$ cat src/rtl/v2_filter_ctrl_pkg.sv
// v2_param: shared state, event type and default timing constants for the filter controller
package v2_param;
  localparam int V2_WIDTH      = 16;
  localparam int V2_CLR_CYC    = 4;
  localparam int V2_PEAK_DLY   = 8;
  localparam int V2_HOLDOFF    = 32;
  localparam int V2_FIFO_DEPTH = 4;
  typedef enum logic [2:0] {IDLE, CLEAR, ARMED, RISE, HOLD} state_t;
  typedef struct packed {
    logic                pileup;
    logic [V2_WIDTH-1:0] peak;
    logic [31:0]         ts;
  } evt_t;
  function automatic logic [15:0] sat_inc(input logic [15:0] v);
    return v == 16'hFFFF ? v : v + 16'd1;
  endfunction
endpackage

$ cat src/rtl/v2_filter_ctrl_if.sv
// v2_filter_ctrl_if: event handshake bundle between the controller and its consumer
interface v2_filter_ctrl_if #(parameter int WIDTH = v2_param::V2_WIDTH);
  logic             evt_valid;
  logic             evt_ready;
  logic             evt_pileup;
  logic [WIDTH-1:0] evt_peak;
  logic [31:0]      evt_ts;
  modport master (output evt_valid, evt_peak, evt_ts, evt_pileup, input evt_ready);
  modport slave (input evt_valid, evt_peak, evt_ts, evt_pileup, output evt_ready);
endinterface

$ cat src/rtl/v2_filter_ctrl_evt_fifo.sv
// v2_evt_fifo: small event buffer; head reads as zero while empty, full push accepted only alongside a pop
module v2_evt_fifo
  import v2_param::*;
#(
  parameter type T     = evt_t,
  parameter int  DEPTH = V2_FIFO_DEPTH
) (
  input  logic clk,
  input  logic reset,
  input  logic push,
  input  T     din,
  input  logic ready,
  output T     dout,
  output logic full,
  output logic empty
);
  localparam int AW = $clog2(DEPTH);
  T mem [DEPTH];
  logic [AW-1:0] rd, wr;
  logic [AW:0] cnt;
  logic pop, put;
  assign empty = cnt == '0;
  assign full  = cnt == (AW+1)'(DEPTH);
  assign pop   = !empty && ready;
  assign put   = push && (!full || pop);
  assign dout  = empty ? '0 : mem[rd];
  always_ff @(posedge clk)
    if (put) mem[wr] <= din;
  always_ff @(posedge clk or negedge reset)
    if (!reset) begin
      rd  <= '0;
      wr  <= '0;
      cnt <= '0;
    end else begin
      rd  <= pop ? rd + 1'b1 : rd;
      wr  <= put ? wr + 1'b1 : wr;
      cnt <= cnt + (AW+1)'(put) - (AW+1)'(pop);
    end
endmodule

$ cat src/rtl/v2_filter_ctrl.sv
// v2_filter_ctrl: threshold trigger, delayed peak capture, hold-off pile-up detection and event buffering
module v2_filter_ctrl
  import v2_param::*;
#(
  parameter int WIDTH      = V2_WIDTH,
  parameter int CLR_CYC    = V2_CLR_CYC,
  parameter int PEAK_DLY   = V2_PEAK_DLY,
  parameter int HOLDOFF    = V2_HOLDOFF,
  parameter int FIFO_DEPTH = V2_FIFO_DEPTH
) (
  input  logic             clk,
  input  logic             reset,
  input  logic             enable,
  input  logic [WIDTH-1:0] threshold,
  input  logic [WIDTH-1:0] flt_in,
  output logic             flt_clr_n,
  output logic             busy,
  output logic             overflow,
  output logic [15:0]      pileup_cnt,
  output logic [15:0]      drop_cnt,
  v2_filter_ctrl_if.master evt
);
  typedef struct packed {
    logic             pileup;
    logic [WIDTH-1:0] peak;
    logic [31:0]      ts;
  } ev_t;
  state_t state, nxt;
  logic [15:0] cnt;
  logic [31:0] ts, ts_lat;
  logic [WIDTH-1:0] peak;
  logic seen_low, pile, above, pile_set, push, drop, full, empty;
  ev_t din, head;
  assign above    = flt_in > threshold;
  assign pile_set = state == HOLD && seen_low && above && !pile;
  assign push     = enable && state == HOLD && cnt == 16'(HOLDOFF - 1);
  assign drop     = push && full && !(!empty && evt.evt_ready);
  assign din      = '{pileup: pile || pile_set, peak: peak, ts: ts_lat};
  always_comb
    nxt = !enable        ? IDLE :
          state == IDLE  ? CLEAR :
          state == CLEAR ? (cnt == 16'(CLR_CYC - 1) ? ARMED : CLEAR) :
          state == ARMED ? (above ? RISE : ARMED) :
          state == RISE  ? (!above ? ARMED : cnt == 16'(PEAK_DLY - 1) ? HOLD : RISE) :
          state == HOLD  ? (cnt == 16'(HOLDOFF - 1) ? CLEAR : HOLD) : IDLE;
  always_ff @(posedge clk or negedge reset)
    if (!reset) begin
      state      <= IDLE;
      cnt        <= '0;
      ts         <= '0;
      ts_lat     <= '0;
      peak       <= '0;
      seen_low   <= 1'b0;
      pile       <= 1'b0;
      flt_clr_n  <= 1'b0;
      busy       <= 1'b0;
      overflow   <= 1'b0;
      pileup_cnt <= '0;
      drop_cnt   <= '0;
    end else begin
      state     <= nxt;
      cnt       <= nxt == state ? cnt + 16'd1 : '0;
      ts        <= ts + 32'd1;
      flt_clr_n <= nxt inside {ARMED, RISE, HOLD};
      busy      <= nxt inside {CLEAR, RISE, HOLD};
      if (state == ARMED && above) begin
        ts_lat <= ts;
        peak   <= flt_in;
      end else if (state == RISE && flt_in > peak) peak <= flt_in;
      // seen_low only remembers lows from earlier cycles of the same hold window
      seen_low   <= state == HOLD && (seen_low || !above);
      pile       <= state == HOLD && (pile || pile_set);
      pileup_cnt <= pile_set ? sat_inc(pileup_cnt) : pileup_cnt;
      overflow   <= overflow || drop;
      drop_cnt   <= drop ? sat_inc(drop_cnt) : drop_cnt;
    end
  v2_evt_fifo #(.T(ev_t), .DEPTH(FIFO_DEPTH)) u_fifo (
    .clk   (clk),
    .reset (reset),
    .push  (push),
    .din   (din),
    .ready (evt.evt_ready),
    .dout  (head),
    .full  (full),
    .empty (empty)
  );
  assign evt.evt_valid  = !empty;
  assign evt.evt_peak   = head.peak;
  assign evt.evt_ts     = head.ts;
  assign evt.evt_pileup = head.pileup;
endmodule

$ cat src/flat_wrapper.sv
// flat-port wrapper written by rule: the top's interface ports become plain ports
module v2_filter_ctrl_flat import v2_param::*;
#(
  parameter int WIDTH      = V2_WIDTH,
  parameter int CLR_CYC    = V2_CLR_CYC,
  parameter int PEAK_DLY   = V2_PEAK_DLY,
  parameter int HOLDOFF    = V2_HOLDOFF,
  parameter int FIFO_DEPTH = V2_FIFO_DEPTH
)
  (clk, reset, enable, threshold, flt_in, flt_clr_n, busy, overflow, pileup_cnt, drop_cnt, evt_evt_valid, evt_evt_peak, evt_evt_ts, evt_evt_pileup, evt_evt_ready);
  v2_filter_ctrl_if #(.WIDTH(WIDTH)) evt_i ();
  input  logic clk;
  input  logic reset;
  input  logic enable;
  input  logic [WIDTH-1:0] threshold;
  input  logic [WIDTH-1:0] flt_in;
  output logic flt_clr_n;
  output logic busy;
  output logic overflow;
  output logic [15:0] pileup_cnt;
  output logic [15:0] drop_cnt;
  output wire logic [$bits(evt_i.evt_valid)-1:0] evt_evt_valid;
  output wire logic [$bits(evt_i.evt_peak)-1:0] evt_evt_peak;
  output wire logic [$bits(evt_i.evt_ts)-1:0] evt_evt_ts;
  output wire logic [$bits(evt_i.evt_pileup)-1:0] evt_evt_pileup;
  input wire logic [$bits(evt_i.evt_ready)-1:0] evt_evt_ready;
  assign evt_evt_valid = evt_i.evt_valid;
  assign evt_evt_peak = evt_i.evt_peak;
  assign evt_evt_ts = evt_i.evt_ts;
  assign evt_evt_pileup = evt_i.evt_pileup;
  assign evt_i.evt_ready = evt_evt_ready;
  v2_filter_ctrl #(.WIDTH(WIDTH), .CLR_CYC(CLR_CYC), .PEAK_DLY(PEAK_DLY), .HOLDOFF(HOLDOFF), .FIFO_DEPTH(FIFO_DEPTH)) u_core (.clk(clk), .reset(reset), .enable(enable), .threshold(threshold), .flt_in(flt_in), .flt_clr_n(flt_clr_n), .busy(busy), .overflow(overflow), .pileup_cnt(pileup_cnt), .drop_cnt(drop_cnt), .evt(evt_i));
endmodule
$ cat config.mk
export PLATFORM = sky130hd
export DESIGN_NAME = v2_filter_ctrl_flat
export DESIGN_NICKNAME = d
export VERILOG_FILES = /design/src/rtl/v2_filter_ctrl_pkg.sv /design/src/rtl/v2_filter_ctrl_if.sv /design/src/rtl/v2_filter_ctrl_evt_fifo.sv /design/src/rtl/v2_filter_ctrl.sv /design/src/flat_wrapper.sv
export SDC_FILE = /design/constraint.sdc
export NUM_CORES = 1
export LEC_CHECK = 0
export CAP_MARGIN = 30
export CORE_UTILIZATION = 45
export DETAILED_ROUTE_END_ITERATION = 8
export PLACE_DENSITY = 0.75
export SETUP_SLACK_MARGIN = 0.1
export SLEW_MARGIN = 20
export SYNTH_ARGS = -nofsm -noshare
export SYNTH_HDL_FRONTEND = slang
export SYNTH_SLANG_ARGS = --single-unit
$ cat constraint.sdc
create_clock -name clk -period 8.1 [get_ports clk]
set_input_delay 1.62 -clock clk [delete_from_list [all_inputs] [get_ports clk]]
set_output_delay 1.62 -clock clk [all_outputs]
set_load 0.005 [all_outputs]
Word level (Yosys, flattened, before mapping):

Memory sizes are Yosys's and may differ from the RTL's.
Cells that the tools add are included.

* bits in writable memories: 196
* memories kept: 1
* word-level logic and storage cells: 89
* bits in registers: 143
* input bits: 36

* magnitude comparators: 2
* eq/ne operators: 15
* $add $sub $neg: 8
* mux-type cells: 17
* bitwise logic cells: 2
* reduce and logical (&&, ||, !) cells: 29

Memory list
* u_core.u_fifo.mem: words 4, width 49, read ports 1, clocked after Yosys merged registers in 0, wr ports 1, RTL line v2_filter_ctrl_evt_fifo.sv:18 `T mem [DEPTH];`

Operator list (number)
* $mux W49: 1
* $add A16 B1 Y16 const B: 3
* $mux W16: 3
* $add A32 B1 Y32 const B: 1
* $eq A16 B16 Y1 const B: 2
* $gt A16 B16 Y1: 2
* $mux W3: 9
* $eq A16 B2 Y1 const B: 1
* $eq A16 B3 Y1 const B: 1
* $eq A16 B5 Y1 const B: 1
* $logic_and A1 B1 Y1: 13
* $eq A3 B2 Y1 const B: 4
* $eq A3 B3 Y1 const B: 3
* $eq A3 B1 Y1 const B: 2
* $logic_not A3 Y1: 2
* $reduce_bool A3 Y1: 2
* $logic_not A1 Y1: 5
* $add A2 B1 Y2 const B: 2
* $logic_or A1 B1 Y1: 4
* $reduce_and A2 Y1: 2
* $add A3 B1 Y3: 1
* $eq A3 B3 Y1: 1
* $mux W1: 3
* $sub A3 B1 Y3: 1
* 3 further kinds: 4

Longest topological paths before layout:

Gate-level depths: netlist of the first run.

* depth after elaboration: 10
* depth in mapped cells: 12
* mapped depth without buffers: 12

By module:

From an unflattened synthesis of the first run, not the netlist that was laid out.

* cells, all modules: 945
* area, all modules: 14814.2 µm²

By module, submodules not included
* v2_evt_fifo: cells each 349, seq. area each 6060.8 µm², times used 1, area each 7885.1 µm²
* v2_filter_ctrl: cells each 596, seq. area each 3403.3 µm², times used 1, area each 6929.1 µm²

Worst setup path after synthesis of the first run:

OpenSTA, ideal clock, no wires.

* path kind: in2reg
* from: input port threshold[15]
* to: register u_core.peak[10]
* library setup time: 0.127 ns
* arrival: 3.885 ns
* slack: 4.087 ns
* stages on the path: 10
* cell sequence: inv_1 > ha_1 > nand4_1 > or4_4 > nor3_2 > nor3_1 > and2_1 > a21oi_4 > buf_6 > mux2_1

* word-level cells in the longest chain between the ends: 3
* elaborated cells between the ends (all ways): 4

Ends and longest elaborated chain
* from (decl): RTL line flat_wrapper.sv:15 `input logic [WIDTH-1:0] threshold;`
* $gt A16 B16 Y1 *: RTL line v2_filter_ctrl.sv:34 `assign above = flt_in > threshold;`
* $logic_and A1 B1 Y1 *: RTL line v2_filter_ctrl.sv:66 `if (state == ARMED && above) begin`
* $mux W16 / $reduce_bool A2 Y1 (equally long branches)
* to (signal assigned): RTL line v2_filter_ctrl.sv:68 `peak <= flt_in;`
* to (signal assigned): RTL line v2_filter_ctrl.sv:69 `end else if (state == RISE && flt_in > peak) peak <= flt_in;`
* to (decl): RTL line v2_filter_ctrl.sv:31 `logic [WIDTH-1:0] peak;`

Every way passes the cells marked *; elsewhere a longest branch is shown, timed or not.
A chain may end at the register's enable or synchronous reset.

Worst setup path in the final report of the first run:

* from: register u_core.u_fifo.rd[0]
* to: output port evt_evt_ts[30]

* word-level cells in the longest chain between the ends: 2

Ends and longest elaborated chain
* from (decl): RTL line v2_filter_ctrl_evt_fifo.sv:19 `logic [AW-1:0] rd, wr;`
* from (signal assigned): RTL line v2_filter_ctrl_evt_fifo.sv:35 `rd <= pop ? rd + 1'b1 : rd;`
* $mem_v2 Z4 W49
* $mux W49: RTL line v2_filter_ctrl_evt_fifo.sv:26 `assign dout = empty ? '0 : mem[rd];`
* to (decl): RTL line flat_wrapper.sv:24 `output wire logic [$bits(evt_i.evt_ts)-1:0] evt_evt_ts;`

Every way passes these cells.

==> results.yml, run 1 <==
outcome:
  status: "complete, no violations"
detailed_routing:
  drt-pass1-iter-count: 4
  drc: 0
  drt_wl_total_um: 27100
  via_per_inst: 5.27
  ant_nets: 0
  drt-initial-drc-count: 466
  route.detailed.wl_per_inst_um: 17.7
  vias: 8061
synthesis:
  postSynthCellCount: 961
  synth_ff_type: "edfxtp_1"
  yosys-top-cells-area: "edfxtp_1, dfrtp_1, mux4_2, mux2_1, ha_1"
  synth_top_cell_by_area: "edfxtp_1"
  synth-seq-cells: 339
  synth_nets: 1040
  yosysMostFrequentCell: "edfxtp_1"
  synth_common_cells: "edfxtp_1, dfrtp_1, nand2_1, and2_1, xnor2_1"
  async_reset_ff_share_pct: 42.2
  avgSynthCellArea_sq_um: 15.2
  synth_edf_count: 196
  synth_mux_area_share_pct: 11.4
  synth_compound_area_share_pct: 2.64
  netlist_area_sq_um: 14600
  yosys.area.top_type_share_pct: 40.4
  synth_simple_gate_area_share_pct: 10.7
  ys_types: 59
  synth_xor_area_share_pct: 4.63
  synth_top_family_by_area: "multiplexers"
  yosysSeqAreaShare_pct: 65.0
  ys_warn_count: 0
  synthAdderAreaFrac_pct: 3.75
placement:
  dp_slack_ns: 3.23
  gp_congestion: 0.819
  place_hpwl_um: 17400
  port_buffers: 120
  placed_cell_area_sq_um: 16200
timing:
  slew_viol_final: 0
  setup_viol: 0
  finClkSkew_ns: 0.0113
  worst_slew_pin_slew_ns: 0.813
  max_freq_mhz: 222
  rsz0062_at_grt: "false"
  fin_tns_setup_ns: 0
  max-slew-margin-rel_pct: 45.8
  finalHoldViolCount: 0
  min_period_ns: 4.51
  setup_ws_ns: 3.59
  post-route-period-util_pct: 55.7
global_route:
  grt_max_degree: 87
  grt_pass1_vias: 8496
  grt_pass1_wl_um: 44700
  globalRouteTotalUtil_pct: 17.1
  antenna_found_initial: 0
  grt_overflow_total: 0
cells_and_area:
  final_area_sq_um: 17400
  n_antenna_cell: 0
  drive_gt1_share_pct: 12.2
  finalNetCount: 1179
  area_growth_pct: 19.5
floorplanning:
  die_w_um: 182
  die_h_um: 182
  coreArea_sq_um: 31700
  start_util_pct: 45.9
  rows: 65
  dieArea_sq_um: 33100
  ios: 121
critical_path:
  r2r-end: "u_core.u_fifo.mem[1][2]"
  crit_path_start: "u_core.u_fifo.rd[0]"
  critical_path_class: "flip-flop to output pin"
  crit_end: "evt_evt_ts[30]"
  required_ns: 6.48
  critPathLaunchType: "flip-flop"
  rrSetupSlack_ns: 4.57
  path_max_fanout: 33
  arrival_ns: 2.89
  end_kind: "output pin"
  r2r-start: "u_core.cnt[5]"
  worstRegToRegCells: 5
power_and_ir_drop:
  p_switching_w: 0.000845
  internal_power_w: 0.00295
  design_power_total_w: 0.00380
  switching_share_pct: 22.2
  p_seq_share_pct: 52.3
  power_density_nw_per_um2: 218
  p_clk_share_pct: 42.3
  vdd_ir_drop_max_uv: 136
  p_comb_share_pct: 5.5
  p_leak_nw: 7.08
cts:
  clockBufferDepth: 3
  cts_root_buf: "clkbuf_16"
  holdBufCountCts: 0
  post-cts-setup-buffers: 0
  clock-sinks: 339
  clock_latency_ns: 0.52
  htreeDepth: 2
  path_clk_slew_ns: 0.06
  cts_made_buffers: 35
  cts_resized: 0
  cts_tree: "done"
worst_hold_path:
  hold_path.class: "flip-flop to flip-flop"
job:
  max-cap-violations: 0
-- state kept, by name (all words and copies together) (netlist names), 2 cells and up --
register,cells
u_core.state,3
u_core.cnt,16
u_core.ts,32
u_core.u_fifo.rd,2
u_core.u_fifo.mem,196
u_core.ts_lat,32
u_core.u_fifo.cnt,3
u_core.drop_cnt,16
u_core.peak,16
u_core.pileup_cnt,16
u_core.u_fifo.wr,2
-- area by class of cell --
class | instances | area, sq um
fill | 2593 | 14300
sequential | 339 | 9470
multi-input combinational | 552 | 4820
timing repair buffer | 130 | 1290
clock buffer | 46 | 957
tap | 402 | 503
clock inverter | 18 | 204
inverter | 42 | 158
-- through the flow --
step	cells	util, %	hold WS [ns]
4_1_cts	1529	54.9	0.487
3_3_place_gp	1464	51.2	0.467
2_1_floorplan	961	-	0.439
3_5_place_dp	1465	51.2	0.461
5_1_grt	1529	54.9	0.498
6_report	1529	54.9	0.481
-- layout by cell type, fill, tap and decap left out, drive strengths merged, types with 5 or more instances in the layout --
cell and n:
ha 42, nor2 46, a21oi 13, xor2 27
nor2b 5, xnor2 50, or4 5, nand3 28
mux2 49, o21ai 9, and4 6, nand2 68
and2 57, and3 18, edfxtp 196, clkbuf 46
nand4 19, clkinv 12, dfrtp 143, buf 11
clkdlybuf4s50 119, nor3 13, mux4 49, nor4 6
inv 45
-- worst max-delay path, stage by stage (launching register included) --
cell and delay [ns]:
dfrtp_4 0.91, buf_12 0.28, mux4_2 0.56, and2_1 0.18
clkdlybuf4s50_1 0.44
-- worst min-delay path by stage --
stage	from	endpoint	slack, ns	depth (start not counted)
floorplan	u_core.ts[31]	u_core.ts[31]	0.44	1
global placement	u_core.overflow	u_core.overflow	0.47	1
detailed placement	u_core.overflow	u_core.overflow	0.46	1
CTS	u_core.ts[27]	u_core.ts[27]	0.49	1
global route	u_core.ts[31]	u_core.ts[31]	0.50	1
finish	u_core.overflow	u_core.overflow	0.48	1
-- cells by family (layout without fill, tap and decap cells) --
kind of cell	after synthesis	after routing
DFF	339	339
adders and majority gates	43	43
AOI/OAI and AO/OA	49	49
muxes	98	98
and+or+nand+nor	285	285
buffers and inverters	70	236
xor gates and xnor gates	77	77
-- power groups by stage --
stage	combinational [W]	sequential, W	clock [W]
detailed placement	0.000208	0.00202	0
CTS	0.000211	0.00198	0.00164
floorplan	0.000143	0.00199	0
global placement	0.000202	0.00201	0
finish	0.000207	0.00198	0.00161
global route	0.000243	0.00199	0.00171
-- routing by layer --
layer / up-vias / share of wire [%] / GRT usage [%]
met4: 0 / 1.9 / 4.71
met3: 39 / 3.1 / 2.61
met5: - / 0 / 0
met1: 4065 / 45 / 22.8
li1: 3823 / - / -
met2: 134 / 50 / 29.2
No activity file was read; power rests on OpenSTA's default activity.
==> run 2, diff against run 1 <==
- clock period: 8.1 -> 4.5 ns (I/O delays scaled with it)
==> results.yml, run 2 (synthesis results as in run 1) <==
detailed_routing:
  vias: 8044
  drc: 0
  drt_wl_total_um: 26300
  drt-initial-drc-count: 471
  ant_nets: 0
  route.detailed.wl_per_inst_um: 17.2
  via_per_inst: 5.26
  drt-pass1-iter-count: 7
cts:
  clock-sinks: 339
  cts_tree: "done"
  clock_latency_ns: 0.52
  cts_made_buffers: 35
  htreeDepth: 2
  post-cts-setup-buffers: 0
  cts_resized: 0
  holdBufCountCts: 0
  cts_root_buf: "clkbuf_16"
  path_clk_slew_ns: 0.05
  clockBufferDepth: 3
global_route:
  grt_pass1_vias: 8332
  grt_overflow_total: 0
  antenna_found_initial: 0
  globalRouteTotalUtil_pct: 16.5
  grt_max_degree: 80
  grt_pass1_wl_um: 43400
critical_path:
  rrSetupSlack_ns: 1.17
  required_ns: 3.60
  arrival_ns: 2.96
  path_max_fanout: 41
  critPathLaunchType: "flip-flop"
  worstRegToRegCells: 11
  crit_path_start: "u_core.u_fifo.rd[0]"
  end_kind: "output pin"
  r2r-end: "u_core.u_fifo.cnt[2]"
  crit_end: "evt_evt_ts[13]"
  r2r-start: "u_core.cnt[12]"
  critical_path_class: "flip-flop to output pin"
timing:
  slew_viol_final: 0
  finClkSkew_ns: 0.0267
  post-route-period-util_pct: 85.8
  worst_slew_pin_slew_ns: 0.844
  setup_ws_ns: 0.640
  max-slew-margin-rel_pct: 43.7
  rsz0062_at_grt: "false"
  fin_tns_setup_ns: 0
  max_freq_mhz: 259
  setup_viol: 0
  finalHoldViolCount: 0
  min_period_ns: 3.86
worst_hold_path:
  hold_path.class: "input pin to asynchronous set/reset pin"
power_and_ir_drop:
  vdd_ir_drop_max_uv: 228
  p_switching_w: 0.00147
  power_density_nw_per_um2: 382
  design_power_total_w: 0.00665
  p_leak_nw: 7.06
  p_clk_share_pct: 40.7
  p_comb_share_pct: 5.6
  internal_power_w: 0.00518
  switching_share_pct: 22.1
  p_seq_share_pct: 53.7
placement:
  dp_slack_ns: 0.348
  placed_cell_area_sq_um: 16300
  gp_congestion: 0.830
  dp.cells: 1466
  place_hpwl_um: 16600
  port_buffers: 120
cells_and_area:
  top_register: "u_core.u_fifo.mem"
  finalNetCount: 1180
  final_area_sq_um: 17400
  n_antenna_cell: 0
  largest_reg_flops: 196
  area_growth_pct: 19.6
  layout_common_cells: "edfxtp_1, dfrtp_1, clkdlybuf4s50_1, nand2_1, and2_1"
  drive_gt1_share_pct: 12.1
  layout_commonest_cell: "edfxtp_1"
  top_regs: "u_core.u_fifo.mem x196, u_core.ts x32, u_core.ts_lat x32"
  fin_cells: 1530
floorplanning:
  die_w_um: 182
  ios: 121
  dieArea_sq_um: 33100
  rows: 65
  coreArea_sq_um: 31700
  start_util_pct: 45.9
  die_h_um: 182
job:
  max-cap-violations: 0
outcome:
  status: "complete, no violations"
## run 2: final cells by class
cell class | instances | area [sq um]
sequential | 339 | 9470
clock inverter | 13 | 78.8
tap | 402 | 503
clock buffer | 51 | 1010
fill | 2553 | 14300
inverter | 42 | 158
multi-input combinational | 552 | 4820
timing repair buffer | 131 | 1370
## run 2: worst min-delay path by stage
stage,from,endpoint,slack (ns),cells past startpoint
6_report,reset,u_core.pileup_cnt[4],0.42,1
5_1_grt,reset,u_core.pileup_cnt[4],0.47,1
4_1_cts,reset,u_core.pileup_cnt[4],0.46,1
3_5_place_dp,u_core.overflow,u_core.overflow,0.45,1
3_3_place_gp,u_core.ts[31],u_core.ts[31],0.46,1
2_1_floorplan,u_core.ts[31],u_core.ts[31],0.44,1
## run 2: per-stage QoR
stage	util (%)	hold WS [ns]
after floorplan	-	0.439
after global placement	51.5	0.458
after detailed placement	51.5	0.454
after CTS	54.9	0.461
after global routing	54.9	0.467
final	54.9	0.421
## run 2: worst max-delay path, cell delays in order, from the launching register on
cell,delay [ns]
dfrtp_4,0.98
buf_4,0.31
mux4_2,0.54
and2_1,0.17
clkdlybuf4s50_1,0.44
## run 2: per-layer routing
layer  up-vias  part of all wire [%]  track usage, %
li1       3813                     -               -
met1      4054                    44            22.0
met2       141                    50            27.8
met3        36                   4.2            3.17
met4         0                   1.8            4.54
met5         -                     0               0
## run 2: power by group through the flow
stage               Combinational [W]  Sequential (W)  Clock (W)
floorplan                    0.000258         0.00358          0
global placement             0.000365         0.00362          0
detailed placement           0.000375         0.00363          0
CTS                          0.000377         0.00357    0.00277
global route                 0.000429         0.00359    0.00289
finish                       0.000371         0.00357    0.00271
==> run 3, diff against run 2 <==
- CORE_UTILIZATION: 45 -> 58
- PLACE_DENSITY: 0.75 -> 0.91
==> results.yml, run 3 (synthesis results as in run 1) <==
floorplanning:
  die_h_um: 160
  start_util_pct: 59.5
  coreArea_sq_um: 24500
  ios: 121
  die_w_um: 160
  dieArea_sq_um: 25700
  rows: 57
placement:
  port_buffers: 120
  place_hpwl_um: 17800
  dp.cells: 1390
  gp_congestion: 0.913
  dp_slack_ns: 0.348
critical_path:
  path_max_fanout: 26
  end_kind: "output pin"
  critPathLaunchType: "flip-flop"
  arrival_ns: 2.93
  worstRegToRegCells: 11
  critical_path_class: "flip-flop to output pin"
  required_ns: 3.60
timing:
  worst_slew_pin_slew_ns: 0.765
  max-slew-margin-rel_pct: 49.0
  finClkSkew_ns: 0.0174
  finalHoldViolCount: 0
  slew_viol_final: 0
  rsz0062_at_grt: "false"
  max_freq_mhz: 261
  min_period_ns: 3.83
  fin_tns_setup_ns: 0
  post-route-period-util_pct: 85.1
  setup_ws_ns: 0.670
  setup_viol: 0
global_route:
  grt_pass1_vias: 8771
  grt_util_met2_pct: 40.1
  met3_usage_pct: 3.28
  globalRouteTotalUtil_pct: 23.2
  grt_pass1_wl_um: 46900
  grt_max_degree: 104
  grt_overflow_total: 0
  grt.busiest_layer: "met2"
  grt.met1_usage_pct: 30.9
  antenna_found_initial: 0
cts:
  htreeDepth: 1
  cts_root_buf: "clkbuf_16"
  clock_latency_ns: 0.56
  cts_tree: "done"
  holdBufCountCts: 0
  clock-sinks: 339
  clockBufferDepth: 3
  post-cts-setup-buffers: 0
  cts_made_buffers: 31
  cts_resized: 0
  path_clk_slew_ns: 0.07
cells_and_area:
  layout_commonest_cell: "edfxtp_1"
  n_antenna_cell: 0
  drive_gt1_share_pct: 12.7
  area_growth_pct: 18.6
  top_regs: "u_core.u_fifo.mem x196, u_core.ts x32, u_core.ts_lat x32"
  fin_cells: 1450
  layout_common_cells: "edfxtp_1, dfrtp_1, clkdlybuf4s50_1, nand2_1, and2_1"
  largest_reg_flops: 196
  finalNetCount: 1180
  top_register: "u_core.u_fifo.mem"
detailed_routing:
  vias: 8384
  drt_wl_total_um: 28900
  via_per_inst: 5.78
  drt-initial-drc-count: 614
  drt-pass1-iter-count: 6
  drc: 0
  ant_nets: 0
  route.detailed.wl_per_inst_um: 19.9
worst_hold_path:
  hold_path.class: "input pin to asynchronous set/reset pin"
power_and_ir_drop:
  vdd_ir_drop_max_uv: 266
  power_density_nw_per_um2: 381
  p_leak_nw: 7.07
job:
  max-cap-violations: 0
outcome:
  status: "complete, no violations"
run 3: metal layers:
layer / wire [um] / up-vias
met1: 11900 / 4270
met4: 570 / 0
met3: 1260 / 53
met5: 0 / -
li1: - / 3811
met2: 15100 / 250
run 3: final timing paths:
| path | slack [ns] | end | startpoint |
|---|---|---|---|
| max | 0.67 | evt_evt_ts[5] | u_core.u_fifo.rd[0] |
| min | 0.22 | u_core.busy | reset |
| max reg2reg | 1.15 | u_core.u_fifo.cnt[2] | u_core.cnt[12] |
| min reg2reg | 0.48 | u_core.overflow | u_core.overflow |
| max in group asynchronous | 3.31 | u_core.cnt[9] | reset |
| min in group clk | 0.48 | u_core.overflow | u_core.overflow |
run 3: final cells by class:
class                      instances  area (sq um)
clock buffer                      47           968
inverter                          42           158
tap                              324           405
fill                            1472          7190
clock inverter                    11          66.3
timing repair buffer             135          1380
multi-input combinational        552          4820
sequential                       339          9470
run 3: through the flow:
| stage | util [%] | hold slack, ns | power (W) | instance area (sq um) |
|---|---|---|---|---|
| 6_report | 70.6 | 0.217 | 0.00657 | 17300 |
| 5_1_grt | 70.6 | 0.218 | 0.00680 | 17300 |
| 4_1_cts | 70.4 | 0.482 | 0.00660 | 17200 |
| 3_5_place_dp | 66.2 | 0.467 | 0.00401 | 16200 |
| 3_3_place_gp | 66.2 | 0.455 | 0.00398 | 16200 |
| 2_1_floorplan | - | 0.439 | 0.00383 | 14600 |
run 3: critical path, cell delays in order, from the launching register on:
cell and delay [ns]:
dfrtp_4 0.77, buf_4 0.40, mux4_2 0.55, and2_1 0.19, clkdlybuf4s50_1 0.47
run 3: power by group:
group          internal [W]  switching, W
Clock               0.00149       0.00112
Combinational      0.000180      0.000207
Sequential          0.00344      0.000137
